### config.mk
export PLATFORM = sky130hd
export DESIGN_NAME = hex_byte_tx
export DESIGN_NICKNAME = d
export VERILOG_FILES = /design/src/rtl/hex_byte_tx.sv
export SDC_FILE = /design/constraint.sdc
export NUM_CORES = 1
export LEC_CHECK = 0
export BUFFER_PORTS_ARGS = -buffer_cell sky130_fd_sc_hd__buf_4
export CAP_MARGIN = 20
export CORE_MARGIN = 2
export CORE_UTILIZATION = 45
export CTS_CLUSTER_DIAMETER = 80
export DETAILED_ROUTE_END_ITERATION = 12
export PLACE_DENSITY_LB_ADDON = 0.15
export SLEW_MARGIN = 40
export SYNTH_ARGS = -nofsm -noshare
export SYNTH_HDL_FRONTEND = slang
export SYNTH_SLANG_ARGS = --single-unit
export TNS_END_PERCENT = 50
### constraint.sdc
create_clock -name clk -period 4.7 [get_ports clk]
set_input_delay 0.705 -clock clk [delete_from_list [all_inputs] [get_ports clk]]
set_output_delay 0.705 -clock clk [all_outputs]
set_load 0.1 [all_outputs]
### src/rtl/hex_byte_tx.sv
// hex_byte_tx: formats a raw byte stream as an ASCII hex dump ("xx xx ...\r\n") for the USB CDC uplink.
// Optional HEX_TX_LINE_NUMBER_EN prefixes each line with the 4-digit hex byte offset followed by ": ".
module hex_byte_tx #(
   parameter int BYTES_PER_LINE = 16,
   parameter bit UPPERCASE      = 1'b1
) (
   input  logic        clk,
   input  logic        reset,
   input  logic [7:0]  in_data,
   input  logic        in_valid,
   output logic        in_ready,
   input  logic        flush,
   output logic [7:0]  out_data,
   output logic        out_valid,
   input  logic        out_ready,
   output logic        busy,
   output logic [15:0] byte_count
);

   typedef enum logic [3:0] {
      IDLE, HI, LO, SEP, CR, LF
`ifdef HEX_TX_LINE_NUMBER_EN
      , NUM3, NUM2, NUM1, NUM0, COLON, SPACE
`endif
   } state_e;

   localparam logic [7:0] LastCol = 8'(BYTES_PER_LINE - 1);

   state_e      state_q, state_d;
   logic [7:0]  col_q, col_d;
   logic        flushPending_q, flushPending_d;
   logic [7:0]  data_q, data_d;
   logic [15:0] count_q, count_d;
`ifdef HEX_TX_LINE_NUMBER_EN
   logic [15:0] lineOffset_q, lineOffset_d;
`endif
   logic        inXfer;
   logic        outXfer;

   function automatic logic [7:0] hexChar(input logic [3:0] nib);
      if (nib < 4'd10) return 8'h30 + {4'h0, nib};
      return (UPPERCASE ? 8'h37 : 8'h57) + {4'h0, nib};
   endfunction

   assign inXfer     = in_valid && in_ready;
   assign outXfer    = out_valid && out_ready;
   assign byte_count = count_q;

   always_ff @(posedge clk) begin
      if (reset) begin
         state_q        <= IDLE;
         col_q          <= 8'd0;
         flushPending_q <= 1'b0;
         data_q         <= 8'd0;
         count_q        <= 16'd0;
`ifdef HEX_TX_LINE_NUMBER_EN
         lineOffset_q   <= 16'd0;
`endif
      end else begin
         state_q        <= state_d;
         col_q          <= col_d;
         flushPending_q <= flushPending_d;
         data_q         <= data_d;
         count_q        <= count_d;
`ifdef HEX_TX_LINE_NUMBER_EN
         lineOffset_q   <= lineOffset_d;
`endif
      end
   end

   // A flush pulse always latches; it is only acted on from IDLE so a hex pair is never split.
   always_comb begin
      state_d        = state_q;
      col_d          = col_q;
      flushPending_d = flushPending_q | flush;
      data_d         = data_q;
      count_d        = count_q;
`ifdef HEX_TX_LINE_NUMBER_EN
      lineOffset_d   = lineOffset_q;
`endif
      case (state_q)
         IDLE: begin
            if (flushPending_q) begin
               if (col_q != 8'd0) begin
                  state_d = CR;
                  col_d   = 8'd0;
               end else begin
                  flushPending_d = flush;
               end
            end else if (inXfer) begin
               data_d  = in_data;
               count_d = count_q + 16'd1;
`ifdef HEX_TX_LINE_NUMBER_EN
               lineOffset_d = count_q;
               state_d      = (col_q == 8'd0) ? NUM3 : HI;
`else
               state_d = HI;
`endif
            end
         end
         HI:  if (outXfer) state_d = LO;
         LO: begin
            if (outXfer) begin
               if (col_q == LastCol) begin
                  col_d   = 8'd0;
                  state_d = CR;
               end else begin
                  col_d   = col_q + 8'd1;
                  state_d = SEP;
               end
            end
         end
         SEP: if (outXfer) state_d = IDLE;
         CR:  if (outXfer) state_d = LF;
         LF: begin
            if (outXfer) begin
               state_d        = IDLE;
               flushPending_d = flush;
            end
         end
`ifdef HEX_TX_LINE_NUMBER_EN
         NUM3:  if (outXfer) state_d = NUM2;
         NUM2:  if (outXfer) state_d = NUM1;
         NUM1:  if (outXfer) state_d = NUM0;
         NUM0:  if (outXfer) state_d = COLON;
         COLON: if (outXfer) state_d = SPACE;
         SPACE: if (outXfer) state_d = HI;
`endif
         default: state_d = IDLE;
      endcase
   end

   always_comb begin
      out_valid = (state_q != IDLE);
      in_ready  = !reset && (state_q == IDLE) && !flushPending_q;
      busy      = (state_q != IDLE) || flushPending_q;
      out_data  = 8'h00;
      case (state_q)
         HI:  out_data = hexChar(data_q[7:4]);
         LO:  out_data = hexChar(data_q[3:0]);
         SEP: out_data = 8'h20;
         CR:  out_data = 8'h0D;
         LF:  out_data = 8'h0A;
`ifdef HEX_TX_LINE_NUMBER_EN
         NUM3:  out_data = hexChar(lineOffset_q[15:12]);
         NUM2:  out_data = hexChar(lineOffset_q[11:8]);
         NUM1:  out_data = hexChar(lineOffset_q[7:4]);
         NUM0:  out_data = hexChar(lineOffset_q[3:0]);
         COLON: out_data = 8'h3A;
         SPACE: out_data = 8'h20;
`endif
         default: out_data = 8'h00;
      endcase
   end

endmodule

# After elaboration in Yosys (flattened, before gate mapping)
# Cells that the tools add are included.
[totals] wordCells=71 regBits=37 out_inout_bits=27
[op_classes] reduce_logical=15 n_addsub=6 magnitude_cmp=2 n_bitwise=2 n_eq_ne=14 n_mux=27
[ops] operator="$mux W8" count=8
[ops] operator="$pmux W8 S5" count=1
[ops] operator="$add A6 B4 Y7 const A" count=4
[ops] operator="$mux W4" count=7
[ops] operator="$pmux W4 S5" count=1
[ops] operator="$add A16 B1 Y16 const B" count=1
[ops] operator="$pmux W8 S2" count=1
[ops] operator="$ne A2 B2 Y1 const B" count=5
[ops] operator="$add A8 B1 Y8 const B" count=1
[ops] operator="$eq A4 B2 Y1 const B" count=2
[ops] operator="$eq A4 B3 Y1 const B" count=2
[ops] operator="$eq A8 B4 Y1 const B" count=1
[ops] operator="$lt A4 B4 Y1 const B" count=2
[ops] operator="$reduce_bool A8 Y1" count=1
[ops] operator="$mux W1" count=7
[ops] operator="$ne A3 B3 Y1 const B" count=2
[ops] operator="$reduce_and A6 Y1" count=1
[ops] operator="$eq A4 B1 Y1 const B" count=1
[ops] operator="$logic_and A1 B1 Y1" count=4
[ops] operator="$logic_not A4 Y1" count=1
[ops] operator="$reduce_and A4 Y1" count=1
[ops] operator="$reduce_bool A4 Y1" count=1
[ops] operator="$mux W3" count=1
[ops] operator="$reduce_and A3 Y1" count=1
[ops] operator="8 further kinds" count=9

# Longest topological paths before layout
[depth] ltp_word=7 ltp_mapped=7 depth_no_buf=6

# Worst setup path after synthesis
# OpenSTA, ideal clock, no wires.
[synth_timing] kind="register to output" start="reg state_q[1]" end="out out_data[3]" slack_ns=0.500 arrival_time_ns=3.495 n_path_buf=2 required_ns=3.995 stages_incl_launch_ff=5 path_cell_list="dfxtp_1 -> clkbuf_1 -> or3b_2 -> clkbuf_1 -> o32ai_1"
[synth_via] elab_chain_cells=2 word_cells_on_any_way=6 cone_classes="eq/ne: 5; mux: 1"
[synth_lines] element="start, declared" line_no="29" text="state_e state_q, state_d;"
[synth_lines] element="start signal, assigned" line_no="60" text="state_q <= state_d;"
[synth_lines] element="$eq A4 B3 Y1 (tied with other cells)" line_no="138" text="case (state_q)"
[synth_lines] element="$pmux W8 S5 *" line_no="138"
[synth_lines] element="end, declared" line_no="13" text="output logic [7:0] out_data,"
# Every way passes the cells marked *; elsewhere a longest branch is shown, timed or not.

# Final worst setup path
# Same ends and word-level chain as after synthesis.

==> impl_metrics.tcl <==
set metrics [dict create \
    status "finished, final reports clean" \
    startpoint "state_q[1]" \
    hold_path.class "reg2reg" \
    num-nets-final 313 \
    die_area_um2 5170 \
    synth_area_per_cell_um2 7.76 \
    yosysTopAreaCell "dfxtp_1" \
    crit_buf_inv 1 \
    min_period_ps 2930 \
    die_w_um 71.9 \
    relSlewSlack_pct 53.7 \
    fp.coreArea_um2 4380 \
    busiest_layer "met2" \
    final_hold_viol_count 0 \
    rows 24 \
    dp_worst_setup_slack_ps 2100 \
    grt_pass1_vias 1775 \
    fillers 422 \
    synth_warnings 0 \
    synth_top_flop_cell "dfxtp_1" \
    slowest_delay_ps 660 \
    grt-ovfl-total 0 \
    firstDrtPassIters 4 \
    cts.sinks 36 \
    crit_type "reg2out" \
    async_reset_ff_share_pct 0 \
    wl_per_cell_um 13.6 \
    ys_seq_elements 36 \
    synth_top_area_share_pct 34.8 \
    postRouteWirelength_mm 4.73 \
    drive_gt1_share_pct 19.6 \
    r2r-start "state_q[2]" \
    synth_cells 267 \
    synth_top_family_by_area "simple AND/OR/NAND/NOR gates" \
    fmax_ghz 0.341 \
    cp-start-kind "flip-flop" \
    clock_latency_ps 290 \
    tns_ps 0 \
    vias_per_cell 5.72 \
    slew_violations 0 \
    syn_nets 285 \
    grt_util_met1_pct 25.6 \
    cts-buffers-inserted 5 \
    antenna_cells 0 \
    root_buffer "clkbuf_8" \
    die_h_um 71.9 \
    track_usage_pct 19.3 \
    cts_max_path_buffers 2 \
    yosysSeqAreaShare_pct 34.8 \
    synth_edf_count 0 \
    final_antenna_net_count 0 \
    powerDensity_nw_per_um2 520 \
    ctsHoldBuffers 0 \
    hp-start "byte_count[15]" \
    synth.most_common_cell "dfxtp_1" \
    worstPathMaxFanout 20 \
    muxShareOfSynthArea_pct 1.09 \
    worst_pin_slew_ps 689 \
    rsz0062_at_grt "false" \
    h-tree-depth 2 \
    cap_violations 0 \
    cts_tree "built" \
    required_ps 3990 \
    synth_fa_ha_area_share_pct 3.02 \
    ctsResizeCount 0 \
    path_clk_slew_ps 70 \
    grt_pass1_wl_mm 7.97 \
    p_leak_nw 0.899 \
    skew_ps 4.46 \
    syn_to_final_growth_pct 18.8 \
    fin_crit_sh_pct 62.4 \
    place.gp.congestion 0.852 \
    hold_ws_ps 479 \
    synth-compound-area-share_pct 23.1 \
    p_total_mw 1.28 \
    grt_max_degree 35 \
    numPortBuffers 38 \
    postCtsSetupBuffers 0 \
    syn_area_um2 2070 \
    critPathArrivalTime_ps 2230 \
    crit_family "flip-flops" \
    path_cells "or3b_2 > o32ai_1 > buf_4" \
    cp-end-kind "primary output" \
    finalSetupViolCount 0 \
    route.detailed.drc 0 \
    place_area_um2 2350 \
    synthTopCellsByCount "dfxtp_1 (36), nand2_1 (32), nor2_1 (24)" \
    fin_ws_ps 1770 \
    ir_worst_vdd_mv 0.256 \
    io_pins 40 \
    synth_area_leaders "dfxtp_1 (35%), nand2_1 (5.8%), nor2_1 (4.3%), xnor2_1 (4.2%), a21oi_1 (3.9%)" \
    synth-simple-area-share_pct 27.2 \
    synth.distinct_cells 58 \
    drt_iter0_drc 92 \
    start_util_pct 47.3 \
    synthXorXnorAreaFrac_pct 4.22 \
    grt_use_met2_pct 29.4 \
    hpwl_mm 3.33 \
    use_met3_pct 5.06 \
    antenna_found_initial 0 \
    fin_area_um2 2460 \
    num_vias 1991 \
    crit_path_top_delay_cell "dfxtp_1" \
]
==> sequential cells by signal (all words and copies together) (netlist names) <==
register,flops
data_q,8
state_q,3
byte_count,16
flushPending_q,1
col_q,8
==> area by class of cell <==
| class | instances | area, um^2 | share of cell area (%) |
|---|---|---|---|
| clock buffers | 6 | 72.6 | 2.95 |
| clock inverters | 2 | 35.0 | 1.42 |
| inverters | 15 | 56.3 | 2.29 |
| multi-input cells | 199 | 1230 | 49.8 |
| flip-flops and latches | 36 | 721 | 29.3 |
| well taps | 52 | 65.1 | 2.64 |
| repair buffers | 38 | 285 | 11.6 |
==> placed cells by master (no fill, tap or decap), drive strengths merged, types with 3 or more instances in the layout <==
cell type and count:
a21oi 16, o31ai 8, ha 5, nand2 32
clkbuf 6, nor2b 4, nand2b 5, nor4 6
o21a 3, inv 15, nand3 11, dfxtp 36
or2 3, o32ai 4, o21ai 12, nor2 24
o22ai 4, nor3 7, buf 38, xnor2 10
or4 3
==> power by group <==
| group | switching, mW | total [mW] | internal [mW] | leakage (nW) |
|---|---|---|---|---|
| logic | 0.463 | 0.623 | 0.161 | 0.552 |
| registers | 0.0529 | 0.387 | 0.334 | 0.292 |
| clock network | 0.113 | 0.271 | 0.157 | 0.0552 |
| total | 0.629 | 1.28 | 0.652 | 0.899 |
==> routing by layer <==
metal	vias to the layer above	share of wire, %
met3	8	4.5
met1	927	48
met5	-	0
li1	1012	-
met2	44	46
met4	0	1.5
==> per-stage QoR <==
step           cells  util [%]
4_1_cts          348      56.2
5_1_grt          348      56.2
3_3_place_gp     340      53.5
2_1_floorplan    267         -
3_5_place_dp     340      53.7
6_report         348      56.2
==> cell families after synthesis <==
kind of cell / after synthesis
compound gates: 70
xor+xnor: 10
fa+ha+maj: 5
buf+inv: 32
flops: 36
mux: 2
other cells: 1
simple gates: 111
==> worst paths after layout <==
path,end,slack (ps),depth (start not counted)
worst max-delay path,out_data[3],1770,3
worst min-delay path,byte_count[15],480,2
worst max register to register,byte_count[15],2270,4
worst min register to register,byte_count[15],480,2
==> worst reg2reg max path: stages, from the launching register on <==
cell and delay [ps]:
dfxtp_1 480, or4_4 700, or3_1 520, or4_1 530
a21oi_1 140
Note: power is estimated with default switching activity, not from simulation.
